--- config.mk ---
export PLATFORM = sky130hd
export DESIGN_NAME = csa_stream_accumulator
export DESIGN_NICKNAME = d
export VERILOG_FILES = /design/src/rtl/csa_stream_accumulator.sv
export SDC_FILE = /design/constraint.sdc
export NUM_CORES = 1
export LEC_CHECK = 0
export CAP_MARGIN = 30
export CELL_PAD_IN_SITES_DETAIL_PLACEMENT = 1
export CELL_PAD_IN_SITES_GLOBAL_PLACEMENT = 1
export CORE_UTILIZATION = 30
export CTS_CLUSTER_DIAMETER = 60
export DETAILED_ROUTE_END_ITERATION = 8
export PLACE_DENSITY = 0.62
export SETUP_SLACK_MARGIN = 0.1
export SLEW_MARGIN = 20
export SYNTH_ARGS = -nofsm -noshare
export SYNTH_HDL_FRONTEND = slang
export SYNTH_SLANG_ARGS = --single-unit
--- constraint.sdc ---
create_clock -name clk -period 4.2 [get_ports clk]
set_input_delay 0.42 -clock clk [delete_from_list [all_inputs] [get_ports clk]]
set_output_delay 0.42 -clock clk [all_outputs]
set_load 0.005 [all_outputs]
--- src/rtl/csa_stream_accumulator.sv ---
// Streaming multi-operand accumulator: operands are folded into a carry-save
// (S, C) pair at full rate, then collapsed to binary by an iterative resolve phase.
module csa_stream_accumulator #(
  parameter int WIDTH     = 8,
  parameter int ACC_WIDTH = 16,
  parameter int CNT_WIDTH = 8
) (
  input  logic                 clk,
  input  logic                 rst,
  input  logic                 in_valid,
  input  logic [WIDTH-1:0]     in_data,
  input  logic                 in_last,
  output logic                 in_ready,
  output logic                 out_valid,
  input  logic                 out_ready,
  output logic [ACC_WIDTH-1:0] out_sum,
  output logic                 out_ovf,
  output logic [CNT_WIDTH-1:0] out_count
);

  typedef enum logic [1:0] {ACCUM, RESOLVE, OUTPUT} state_t;

  state_t               state, state_nxt;
  logic [ACC_WIDTH-1:0] s_q, c_q, s_nxt, c_nxt;
  logic [ACC_WIDTH-1:0] d_ext, maj, sc;
  logic                 ovf_q, ovf_nxt;
  logic [CNT_WIDTH-1:0] count_q, count_nxt;
  logic                 accept;

  assign d_ext  = ACC_WIDTH'(in_data);
  // Majority of the three inputs is the carry word of one 3:2 compression.
  assign maj    = (s_q & c_q) | (s_q & d_ext) | (c_q & d_ext);
  assign sc     = s_q & c_q;

  assign in_ready = (state == ACCUM) && !rst;
  assign accept   = in_valid && in_ready;

  always_comb begin
    // NOTE: every combinational output gets a default first so no path leaves it unassigned (no latch).
    state_nxt = state;
    s_nxt     = s_q;
    c_nxt     = c_q;
    ovf_nxt   = ovf_q;
    count_nxt = count_q;
    case (state)
      ACCUM: begin
        if (accept) begin
          s_nxt     = s_q ^ c_q ^ d_ext;
          c_nxt     = maj << 1;
          ovf_nxt   = ovf_q | maj[ACC_WIDTH-1];
          count_nxt = (count_q == '1) ? count_q : count_q + 1'b1;
          if (in_last) state_nxt = RESOLVE;
        end
      end
      RESOLVE: begin
        if (c_q == '0) begin
          state_nxt = OUTPUT;
        end else begin
          s_nxt   = s_q ^ c_q;
          c_nxt   = sc << 1;
          ovf_nxt = ovf_q | sc[ACC_WIDTH-1];
        end
      end
      OUTPUT: begin
        if (out_ready) begin
          s_nxt     = '0;
          c_nxt     = '0;
          ovf_nxt   = 1'b0;
          count_nxt = '0;
          state_nxt = ACCUM;
        end
      end
      default: state_nxt = ACCUM;
    endcase
  end

  // NOTE: sequential state uses non-blocking assignments so all registers update together at the edge.
  // NOTE: every register, datapath included, is reset so no X ever reaches the outputs.
  always_ff @(posedge clk) begin
    if (rst) begin
      state   <= ACCUM;
      s_q     <= '0;
      c_q     <= '0;
      ovf_q   <= 1'b0;
      count_q <= '0;
    end else begin
      state   <= state_nxt;
      s_q     <= s_nxt;
      c_q     <= c_nxt;
      ovf_q   <= ovf_nxt;
      count_q <= count_nxt;
    end
  end

  // Outputs are forced quiet while reset is asserted, whatever state is held.
  assign out_valid = (state == OUTPUT) && !rst;
  assign out_sum   = rst ? '0 : s_q;
  assign out_ovf   = rst ? 1'b0 : ovf_q;
  assign out_count = rst ? '0 : count_q;

endmodule

==> Yosys cells after proc, flatten, opt, wreduce, memory -nomap -nowiden <==
Cells that the tools add are included.
{ "word_totals": {"register_bits": 43, "input_bits": 13, "wordCells": 58} }
{ "classes": {"add_sub_neg": 1, "n_eq_ne": 9, "muxes": 23, "bitwise": 9, "reduce_logical": 11} }
{ "op_table": {"columns": ["op", "count"], "rows": [
  ["two-way mux 16 bit", 6],
  ["one-hot mux 16 bit (3 select lines)", 2],
  ["AND 16 x 8 -> 16 bit", 2],
  ["two-way mux 8 bit", 4],
  ["bitwise OR 16 bit", 2],
  ["AND 16 bit", 1],
  ["zero test 16 bit", 1],
  ["one-hot mux 8 bit (2 select lines)", 1],
  ["XOR 16 bit", 1],
  ["XOR 16 x 8 -> 16 bit", 1],
  ["!= test 2 bit, second input constant", 6],
  ["AND reduction 4 bit", 3],
  ["adder 8 x 1 -> 8 bit, second input constant", 1],
  ["equality test 8 bit, second input constant", 1],
  ["two-way mux 2 bit", 4],
  ["one-hot mux 2 bit (3 select lines)", 1],
  ["two-way mux 1 bit", 4],
  ["logical AND 1 bit", 3],
  ["one-hot mux 1 bit (3 select lines)", 1],
  ["nonzero test 3 bit", 1],
  ["equality test 2 x 1 -> 1 bit, second input constant", 1],
  ["equality test 2 bit, second input constant", 1],
  ["zero test 2 bit", 1],
  ["bitwise OR 1 bit", 2],
  ["2 further kinds", 2]
]} }

==> Logic depth before layout (Yosys ltp) <==
Gate-level depths: netlist (run 1).
{ "depth": {"depth_word": 6, "depth_mapped": 8, "mapped_depth_nobuf": 6} }

==> Least setup slack after synthesis (run 1) <==
Ideal clock, no wire load.
{ "synth_path": {"path_type": "register to register", "start": "reg state[0]", "end": "reg count_q[2]", "setup_time_ps": 71, "t_arrival_ps": 1864, "required_ps": 4129, "path_slack_ps": 2266, "stages_incl_launch_ff": 8, "path_buffers": 1, "cell_sequence": "dfxtp_1 inv_1 ha_1 nor2b_1 a211o_1 buf_6 or4_1 a21oi_1"} }
{ "synth_via": {"elab_chain_len": 5, "word_cells_on_any_way": 10} }
{ "synth_lines": {"columns": ["item", "line_no", "text"], "rows": [
  ["start, declared", "23", "state_t state, state_nxt;"],
  ["start signal, assigned", "87", "state <= state_nxt;"],
  ["zero test 2 bit", "35, 45", null],
  ["logical AND 1 bit", "35", "assign in_ready = (state == ACCUM) && !rst;"],
  ["logical AND 1 bit", "36", "assign accept = in_valid && in_ready;"],
  ["!= test 2 bit (no source line)", null, null],
  ["AND reduction 4 bit (no source line)", null, null],
  ["end signal, assigned", "91", "count_q <= count_nxt;"],
  ["end, declared", "27", "logic [CNT_WIDTH-1:0] count_q, count_nxt;"]
]} }
Parallel ways exist; a longest one is shown, timed or not.
A chain may end at the register's enable or synchronous reset.

==> Worst setup path after layout (run 1) <==
{ "layout_path": {"start": "reg state[0]", "end": "reg c_q[14]"} }
{ "layout_via": {"elab_chain_len": 5, "word_cells_on_any_way": 11} }
{ "layout_lines": {"columns": ["item", "line_no", "text"], "rows": [
  ["zero test 2 bit", "35, 45", null],
  ["logical AND 1 bit", "35", null],
  ["logical AND 1 bit", "36", null],
  ["!= test 2 bit (no source line)", null, null],
  ["AND reduction 4 bit (no source line)", null, null],
  ["end signal, assigned", "89", "c_q <= c_nxt;"],
  ["end, declared", "24", "logic [ACC_WIDTH-1:0] s_q, c_q, s_nxt, c_nxt;"]
]} }
Parallel ways exist; a longest one is shown, timed or not.

==> results of run 1 <==
## cells in the final DEF (no fill, tap or decap), drive strengths merged, types with 3 or more instances in the layout
master         synthesis  layout
nand3                  5       5
nand2                 11      11
dfxtp                 42      42
a21oi                 30      30
a211oi                10      10
fa                     7       7
nand4                 11      11
or4                    4       4
nor2                   6       6
clkbuf                14       6
nand2b                 8       8
o31ai                 11      11
or4b                   3       3
nor4                   4       4
clkdlybuf4s50          0      38
inv                    4       4
buf                    5       6
o21ai                 36      36
ha                    23      23
nor2b                 44      44
## sequential cells by signal (all words and copies together) (netlist names)
name / count
count_q: 8
c_q: 15
s_q: 16
ovf_q: 1
state: 2
## worst paths after layout
kind | from | cells after the start | slack (ps) | to
setup / recovery | state[0]$_SDFFE_PP0P_ | 6 | 1670 | c_q[14]$_SDFFE_PP0P_
hold / removal | count_q[6]$_SDFFE_PP0P_ | 2 | 500 | count_q[6]$_SDFFE_PP0P_
setup reg to reg | state[0]$_SDFFE_PP0P_ | 6 | 1670 | c_q[14]$_SDFFE_PP0P_
hold reg to reg | count_q[6]$_SDFFE_PP0P_ | 2 | 500 | count_q[6]$_SDFFE_PP0P_
## critical path, stage by stage (launching register included)
cell     delay, ps
dfxtp_1        390
inv_1          120
ha_1           290
nor2b_1        210
a211o_1        550
nor2_2         600
o21ai_0        210
## metal layers
metal,global-route usage [%],wire length (µm),vias to the layer above
met2,26.8,3230,30
met5,0,0,-
met3,2.63,171,5
met1,22.4,3550,1131
met4,3.91,45,0
li1,-,-,1149
## power by group through the flow
stage,combinational (mW),sequential [mW],clock (mW)
after global placement,0.803,0.588,0
after CTS,0.842,0.582,0.279
final,0.828,0.580,0.268
after detailed placement,0.835,0.591,0
after global routing,0.938,0.595,0.293
after floorplan,0.588,0.563,0
## logic make-up after synthesis
| family | Yosys count | share of synthesized area (%) |
|---|---|---|
| compound gates | 96 | 22.0 |
| flops | 42 | 32.2 |
| mux | 2 | 0.768 |
| simple gates | 105 | 24.8 |
| fa+ha+maj | 30 | 16.4 |
| buf+inv | 23 | 3.79 |
## metrics by stage
stage	hold slack [ps]	setup slack (ps)	utilization, %	area, µm²
5_1_grt	533	1440	38.1	3160
3_5_place_dp	487	1630	37.0	3070
3_3_place_gp	483	1680	36.9	3060
2_1_floorplan	460	2270	-	2610
6_report	498	1670	38.1	3160
4_1_cts	497	1660	38.0	3150
## final cells by class
| class | instances | share of cell area (%) |
|---|---|---|
| clock buffer | 6 | 2.61 |
| sequential | 42 | 26.6 |
| timing repair buffer | 44 | 13.4 |
| multi-input combinational | 233 | 52.8 |
| inverter | 4 | 0.475 |
| tap | 105 | 4.16 |
==> out/results.ini, run 1 <==
[logic_synthesis]
yosysMostFrequentCell = nor2b_1
synth_seq_cells = 42
yosys-top-cells-area = dfxtp_1, ha_1, nor2b_1, o21ai_0, a21oi_1
synth_nets = 341
syn_area_um2 = 2610
async_flop_share_pct = 0
yosys_warnings = 0
synth_cells = 298
synthTopCellsByCount = nor2b_1, dfxtp_1, o21ai_0
yosysTopAreaCell = dfxtp_1
synth.distinct_cells = 38
synth_top_area_share_pct = 32.2
ys_seq_area_share_pct = 32.2
syn_area_per_cell_um2 = 8.75
yosys_most_used_dff = dfxtp_1
synth_edf_count = 0

[global_route]
track_usage_pct = 16.4
overflow = 0
grt_pass1_vias = 2302
grt_antenna_before_repair = 0
grt_pass1_wl_um = 11600
grt_max_degree = 61

[placement]
io_buffers = 39
dpl.hpwl_um = 4730
gp_congestion = 0.688
place_inst = 427

[route]
drcViolationCount = 0
wire_per_inst_um = 16.1
final_antenna_net_count = 0
vias = 2315
drtPass1Iterations = 4
drt_iter0_markers = 83
routed_via_density = 5.33
wirelength_um = 7000

[power]
p_comb_share_pct = 49.4
intPower_mw = 0.951
totalPowerFinal_mw = 1.68
p_leak_nw = 1.15
pwr-share-seq_pct = 34.6
p_clk_share_pct = 16.0
power.switching_mw = 0.725
switching_share_pct = 43.3
p_per_area_nw_per_um2 = 530
ir_drop_v = 0.000168

[layout]
fillers = 962
instances_no_fill = 434
register_area_um2 = 841
num_antenna_cells = 0
multi_input_area_um2 = 1670
drive_above_1_share_pct = 4.56
syn_to_final_growth_pct = 21.2
fin_nets = 373

[sta]
fmax_mhz = 396
min_period_over_period_pct = 60.2
drv_slew = 0
final-hold-violation-count = 0
grt_setup_unrepaired = no
finalSetupViolCount = 0
tightest_slew_ps = 704
tns_ps = 0
slew_headroom_pct = 52.8
fin_skew_ps = 7.12
finalCriticalPeriod_ps = 2530

[clock_network]
clkTransAtPathRegs_ps = 80
cts_setup_buffers = 0
cts.sinks = 42
cts_tree = yes
cts_root_buf = clkbuf_8
clock_latency_ps = 290
numCtsBuffers = 5
hold_buffers = 0
cts_buffer_depth = 2
post_cts_resized = 0
htreeDepth = 2

[die]
initial_core_util_pct = 31.4
die_area_um2 = 9070
die_w_um = 95.2
die_h_um = 95.2
row_count = 33
top_level_ports = 40
core-area_um2 = 8300

[run_status]
status = complete, no violations

[worst_setup_path]
worst_setup_path_start_kind = flip-flop
critical_path.endpoint_type = flip-flop
critPathKind = flip-flop to flip-flop
cp.arrival_ps = 2670
worstPathMaxFanout = 19
required_ps = 4340

[min_path]
worstHoldPathType = flip-flop to flip-flop

[flow_run]
drv_cap = 0

No activity file was read; power rests on OpenSTA's default activity.
==> inputs of run 2 (changes only) <==
--- a/config.mk
+++ b/config.mk
@@ -11,7 +11,7 @@
 export CORE_UTILIZATION = 30
 export CTS_CLUSTER_DIAMETER = 60
 export DETAILED_ROUTE_END_ITERATION = 8
-export PLACE_DENSITY = 0.62
+export PLACE_DENSITY = 0.64
 export SETUP_SLACK_MARGIN = 0.1
 export SLEW_MARGIN = 20
 export SYNTH_ARGS = -nofsm -noshare
==> constraint.sdc (replaced) <==
create_clock -name clk -period 2.1 [get_ports clk]
set_input_delay 0.21 -clock clk [delete_from_list [all_inputs] [get_ports clk]]
set_output_delay 0.21 -clock clk [all_outputs]
set_load 0.005 [all_outputs]
==> out/results.ini, run 2 (synthesized netlist as in run 1, its figures left out) <==
[worst_setup_path]
critical_path.endpoint_type = output pin  ; was flip-flop
required_ps = 1890  ; was 4340 ps
r2r_start = c_q[1]$_SDFFE_PP0P_  ; was state[0]$_SDFFE_PP0P_
cp.arrival_ps = 1710  ; was 2670 ps
r2r-end = c_q[4]$_SDFFE_PP0P_  ; was c_q[14]$_SDFFE_PP0P_
r2r_setup_slack_ps = 180  ; was 1670 ps
critPathKind = flip-flop to output pin  ; was flip-flop to flip-flop
rr_worst_depth = 6  ; unchanged
worstPathMaxFanout = 5  ; was 19
worst_setup_path_start_kind = flip-flop  ; unchanged

[sta]
min_period_over_period_pct = 91.6
grt_setup_unrepaired = yes  ; was no
drv_slew = 0  ; unchanged
fmax_mhz = 520
tightest_slew_ps = 639  ; was 704 ps
finalCriticalPeriod_ps = 1920
final-hold-violation-count = 0  ; unchanged
worst_slack_ps = 177  ; was 1670 ps
fin_skew_ps = 10.6  ; was 7.12 ps
finalSetupViolCount = 0  ; unchanged
slew_headroom_pct = 57.0  ; was 52.8%

[clock_network]
numCtsBuffers = 5  ; unchanged
cts_tree = yes  ; unchanged
clkTransAtPathRegs_ps = 90  ; was 80 ps
htreeDepth = 2  ; unchanged
cts_buffer_depth = 2  ; unchanged
clock_latency_ps = 300  ; was 290 ps
cts_root_buf = clkbuf_8  ; unchanged
cts.sinks = 42  ; unchanged

[route]
drt_iter0_markers = 104  ; was 83
wire_per_inst_um = 16.3  ; was 16.1 µm
drtPass1Iterations = 4  ; unchanged
final_antenna_net_count = 0  ; unchanged
vias = 2401  ; was 2315
drcViolationCount = 0  ; unchanged
wirelength_um = 7410  ; was 7000 µm
routed_via_density = 5.29  ; was 5.33

[layout]
fillers = 973  ; was 962
layout_common_cells = nor2b_1, dfxtp_1, clkdlybuf4s50_1, o21ai_0, a21oi_1  ; unchanged
fin_area_um2 = 3350  ; was 3160 µm²
syn_to_final_growth_pct = 28.3  ; was 21.2%
layout_commonest_cell = nor2b_1  ; unchanged
fin_util_pct = 40.3  ; was 38.1%
largest_register = s_q  ; unchanged
largest_reg_flops = 16  ; unchanged
fin_nets = 391  ; was 373
drive_above_1_share_pct = 11.7  ; was 4.56%
reg_top3 = s_q x16, c_q x15, count_q x8  ; unchanged
multi_input_area_um2 = 1690  ; was 1670 µm²
register_area_um2 = 842  ; was 841 µm²
num_antenna_cells = 0  ; unchanged

[min_path]
holdPathStages = 3  ; was 2
hold_start = rst  ; was count_q[6]$_SDFFE_PP0P_
worstHoldPathType = input port to flip-flop  ; was flip-flop to flip-flop
min_to = count_q[1]$_SDFFE_PP0P_  ; was count_q[6]$_SDFFE_PP0P_

[placement]
gp_congestion = 0.709  ; was 0.688
place_ws_ps = -36.7  ; was 1630 ps
io_buffers = 39  ; unchanged
dpl.hpwl_um = 4990  ; was 4730 µm
place_area_um2 = 3210  ; was 3070 µm²

[global_route]
track_usage_pct = 17.7  ; was 16.4%
grt_pass1_wl_um = 12600  ; was 11600 µm
grt_antenna_before_repair = 0  ; unchanged
grt_max_degree = 61  ; unchanged
overflow = 0  ; unchanged
grt_pass1_vias = 2471  ; was 2302

[die]
initial_core_util_pct = 31.4  ; unchanged
die_area_um2 = 9070  ; unchanged
core-area_um2 = 8300  ; unchanged
die_w_um = 95.2  ; unchanged
die_h_um = 95.2  ; unchanged
top_level_ports = 40  ; unchanged
row_count = 33  ; unchanged

[power]
p_per_area_nw_per_um2 = 1090  ; was 530 nW/µm²
ir_drop_v = 0.000377  ; was 0.000168 V
p_leak_nw = 1.25  ; was 1.15 nW

[flow_run]
drv_cap = 0  ; unchanged

[run_status]
status = complete, no violations  ; unchanged

[run 2: changes by cell type in the layout (fill, tap and decap cells not counted), sizes merged]
cell / before / now
buf: 6 / 24
clkinv: 0 / 1
clkinvlp: 0 / 1
[run 2: worst max-delay path by stage]
stage	start	endpoint	slack [ps]	depth (start not counted)
after detailed placement	state[0]$_SDFFE_PP0P_	count_q[5]$_SDFFE_PP0P_	-40	6
final	state[0]$_SDFFE_PP0P_	out_valid	180	5
after global placement	state[0]$_SDFFE_PP0P_	count_q[6]$_SDFFE_PP0P_	70	6
after floorplan	state[0]$_SDFFE_PP0P_	count_q[2]$_SDFFE_PP0P_	170	7
after CTS	state[0]$_SDFFE_PP0P_	out_valid	100	5
after global routing	state[1]$_SDFFE_PP0P_	count_q[6]$_SDFFE_PP0P_	60	6
[run 2: per-layer routing]
layer | vias up | global-route usage [%] | routed length (µm) | part of all wire (%)
met5 | - | 0 | 0 | 0
met1 | 1177 | 23.8 | 3610 | 49
met2 | 26 | 30.0 | 3570 | 48
li1 | 1193 | - | - | -
met4 | 0 | 3.41 | 51 | 0.69
met3 | 5 | 2.47 | 177 | 2.4
[run 2: timing repair]
item	CTS	global route
gates resized for setup	3	5
pin swaps	2	1
hold buffers	0	0
endpoints found under the setup margin	25	42
buffers inserted	2	0
hold endpoints to repair	0	0
[run 2: layout make-up]
class,count,share of cell area [%]
well taps,105,3.93
repair buffers,62,17.2
flip-flops and latches,42,25.2
clock buffers,6,2.47
inverters,4,0.449
clock inverters,2,0.374
multi-input cells,233,50.4
[run 2: through the flow]
step	hold WS (ps)	total power, mW	instances	setup TNS (ps)
CTS	406	3.65	454	0
detailed placement	498	3.02	444	-138
global placement	487	2.96	444	0
floorplan	422	2.30	298	0
finish	397	3.64	454	0
global route	419	3.96	454	0
[run 2: where the power goes]
| part | total (mW) | internal [mW] | switching (mW) |
|---|---|---|---|
| Clock | 0.566 | 0.265 | 0.301 |
| Sequential | 1.16 | 0.971 | 0.193 |
| Combinational | 1.91 | 0.857 | 1.05 |
[run 2: critical path, cell delays in order, from the launching register on]
cell	delay, ps
dfxtp_2	350
inv_2	100
ha_1	180
buf_4	140
nor2b_2	150
clkdlybuf4s50_1	510
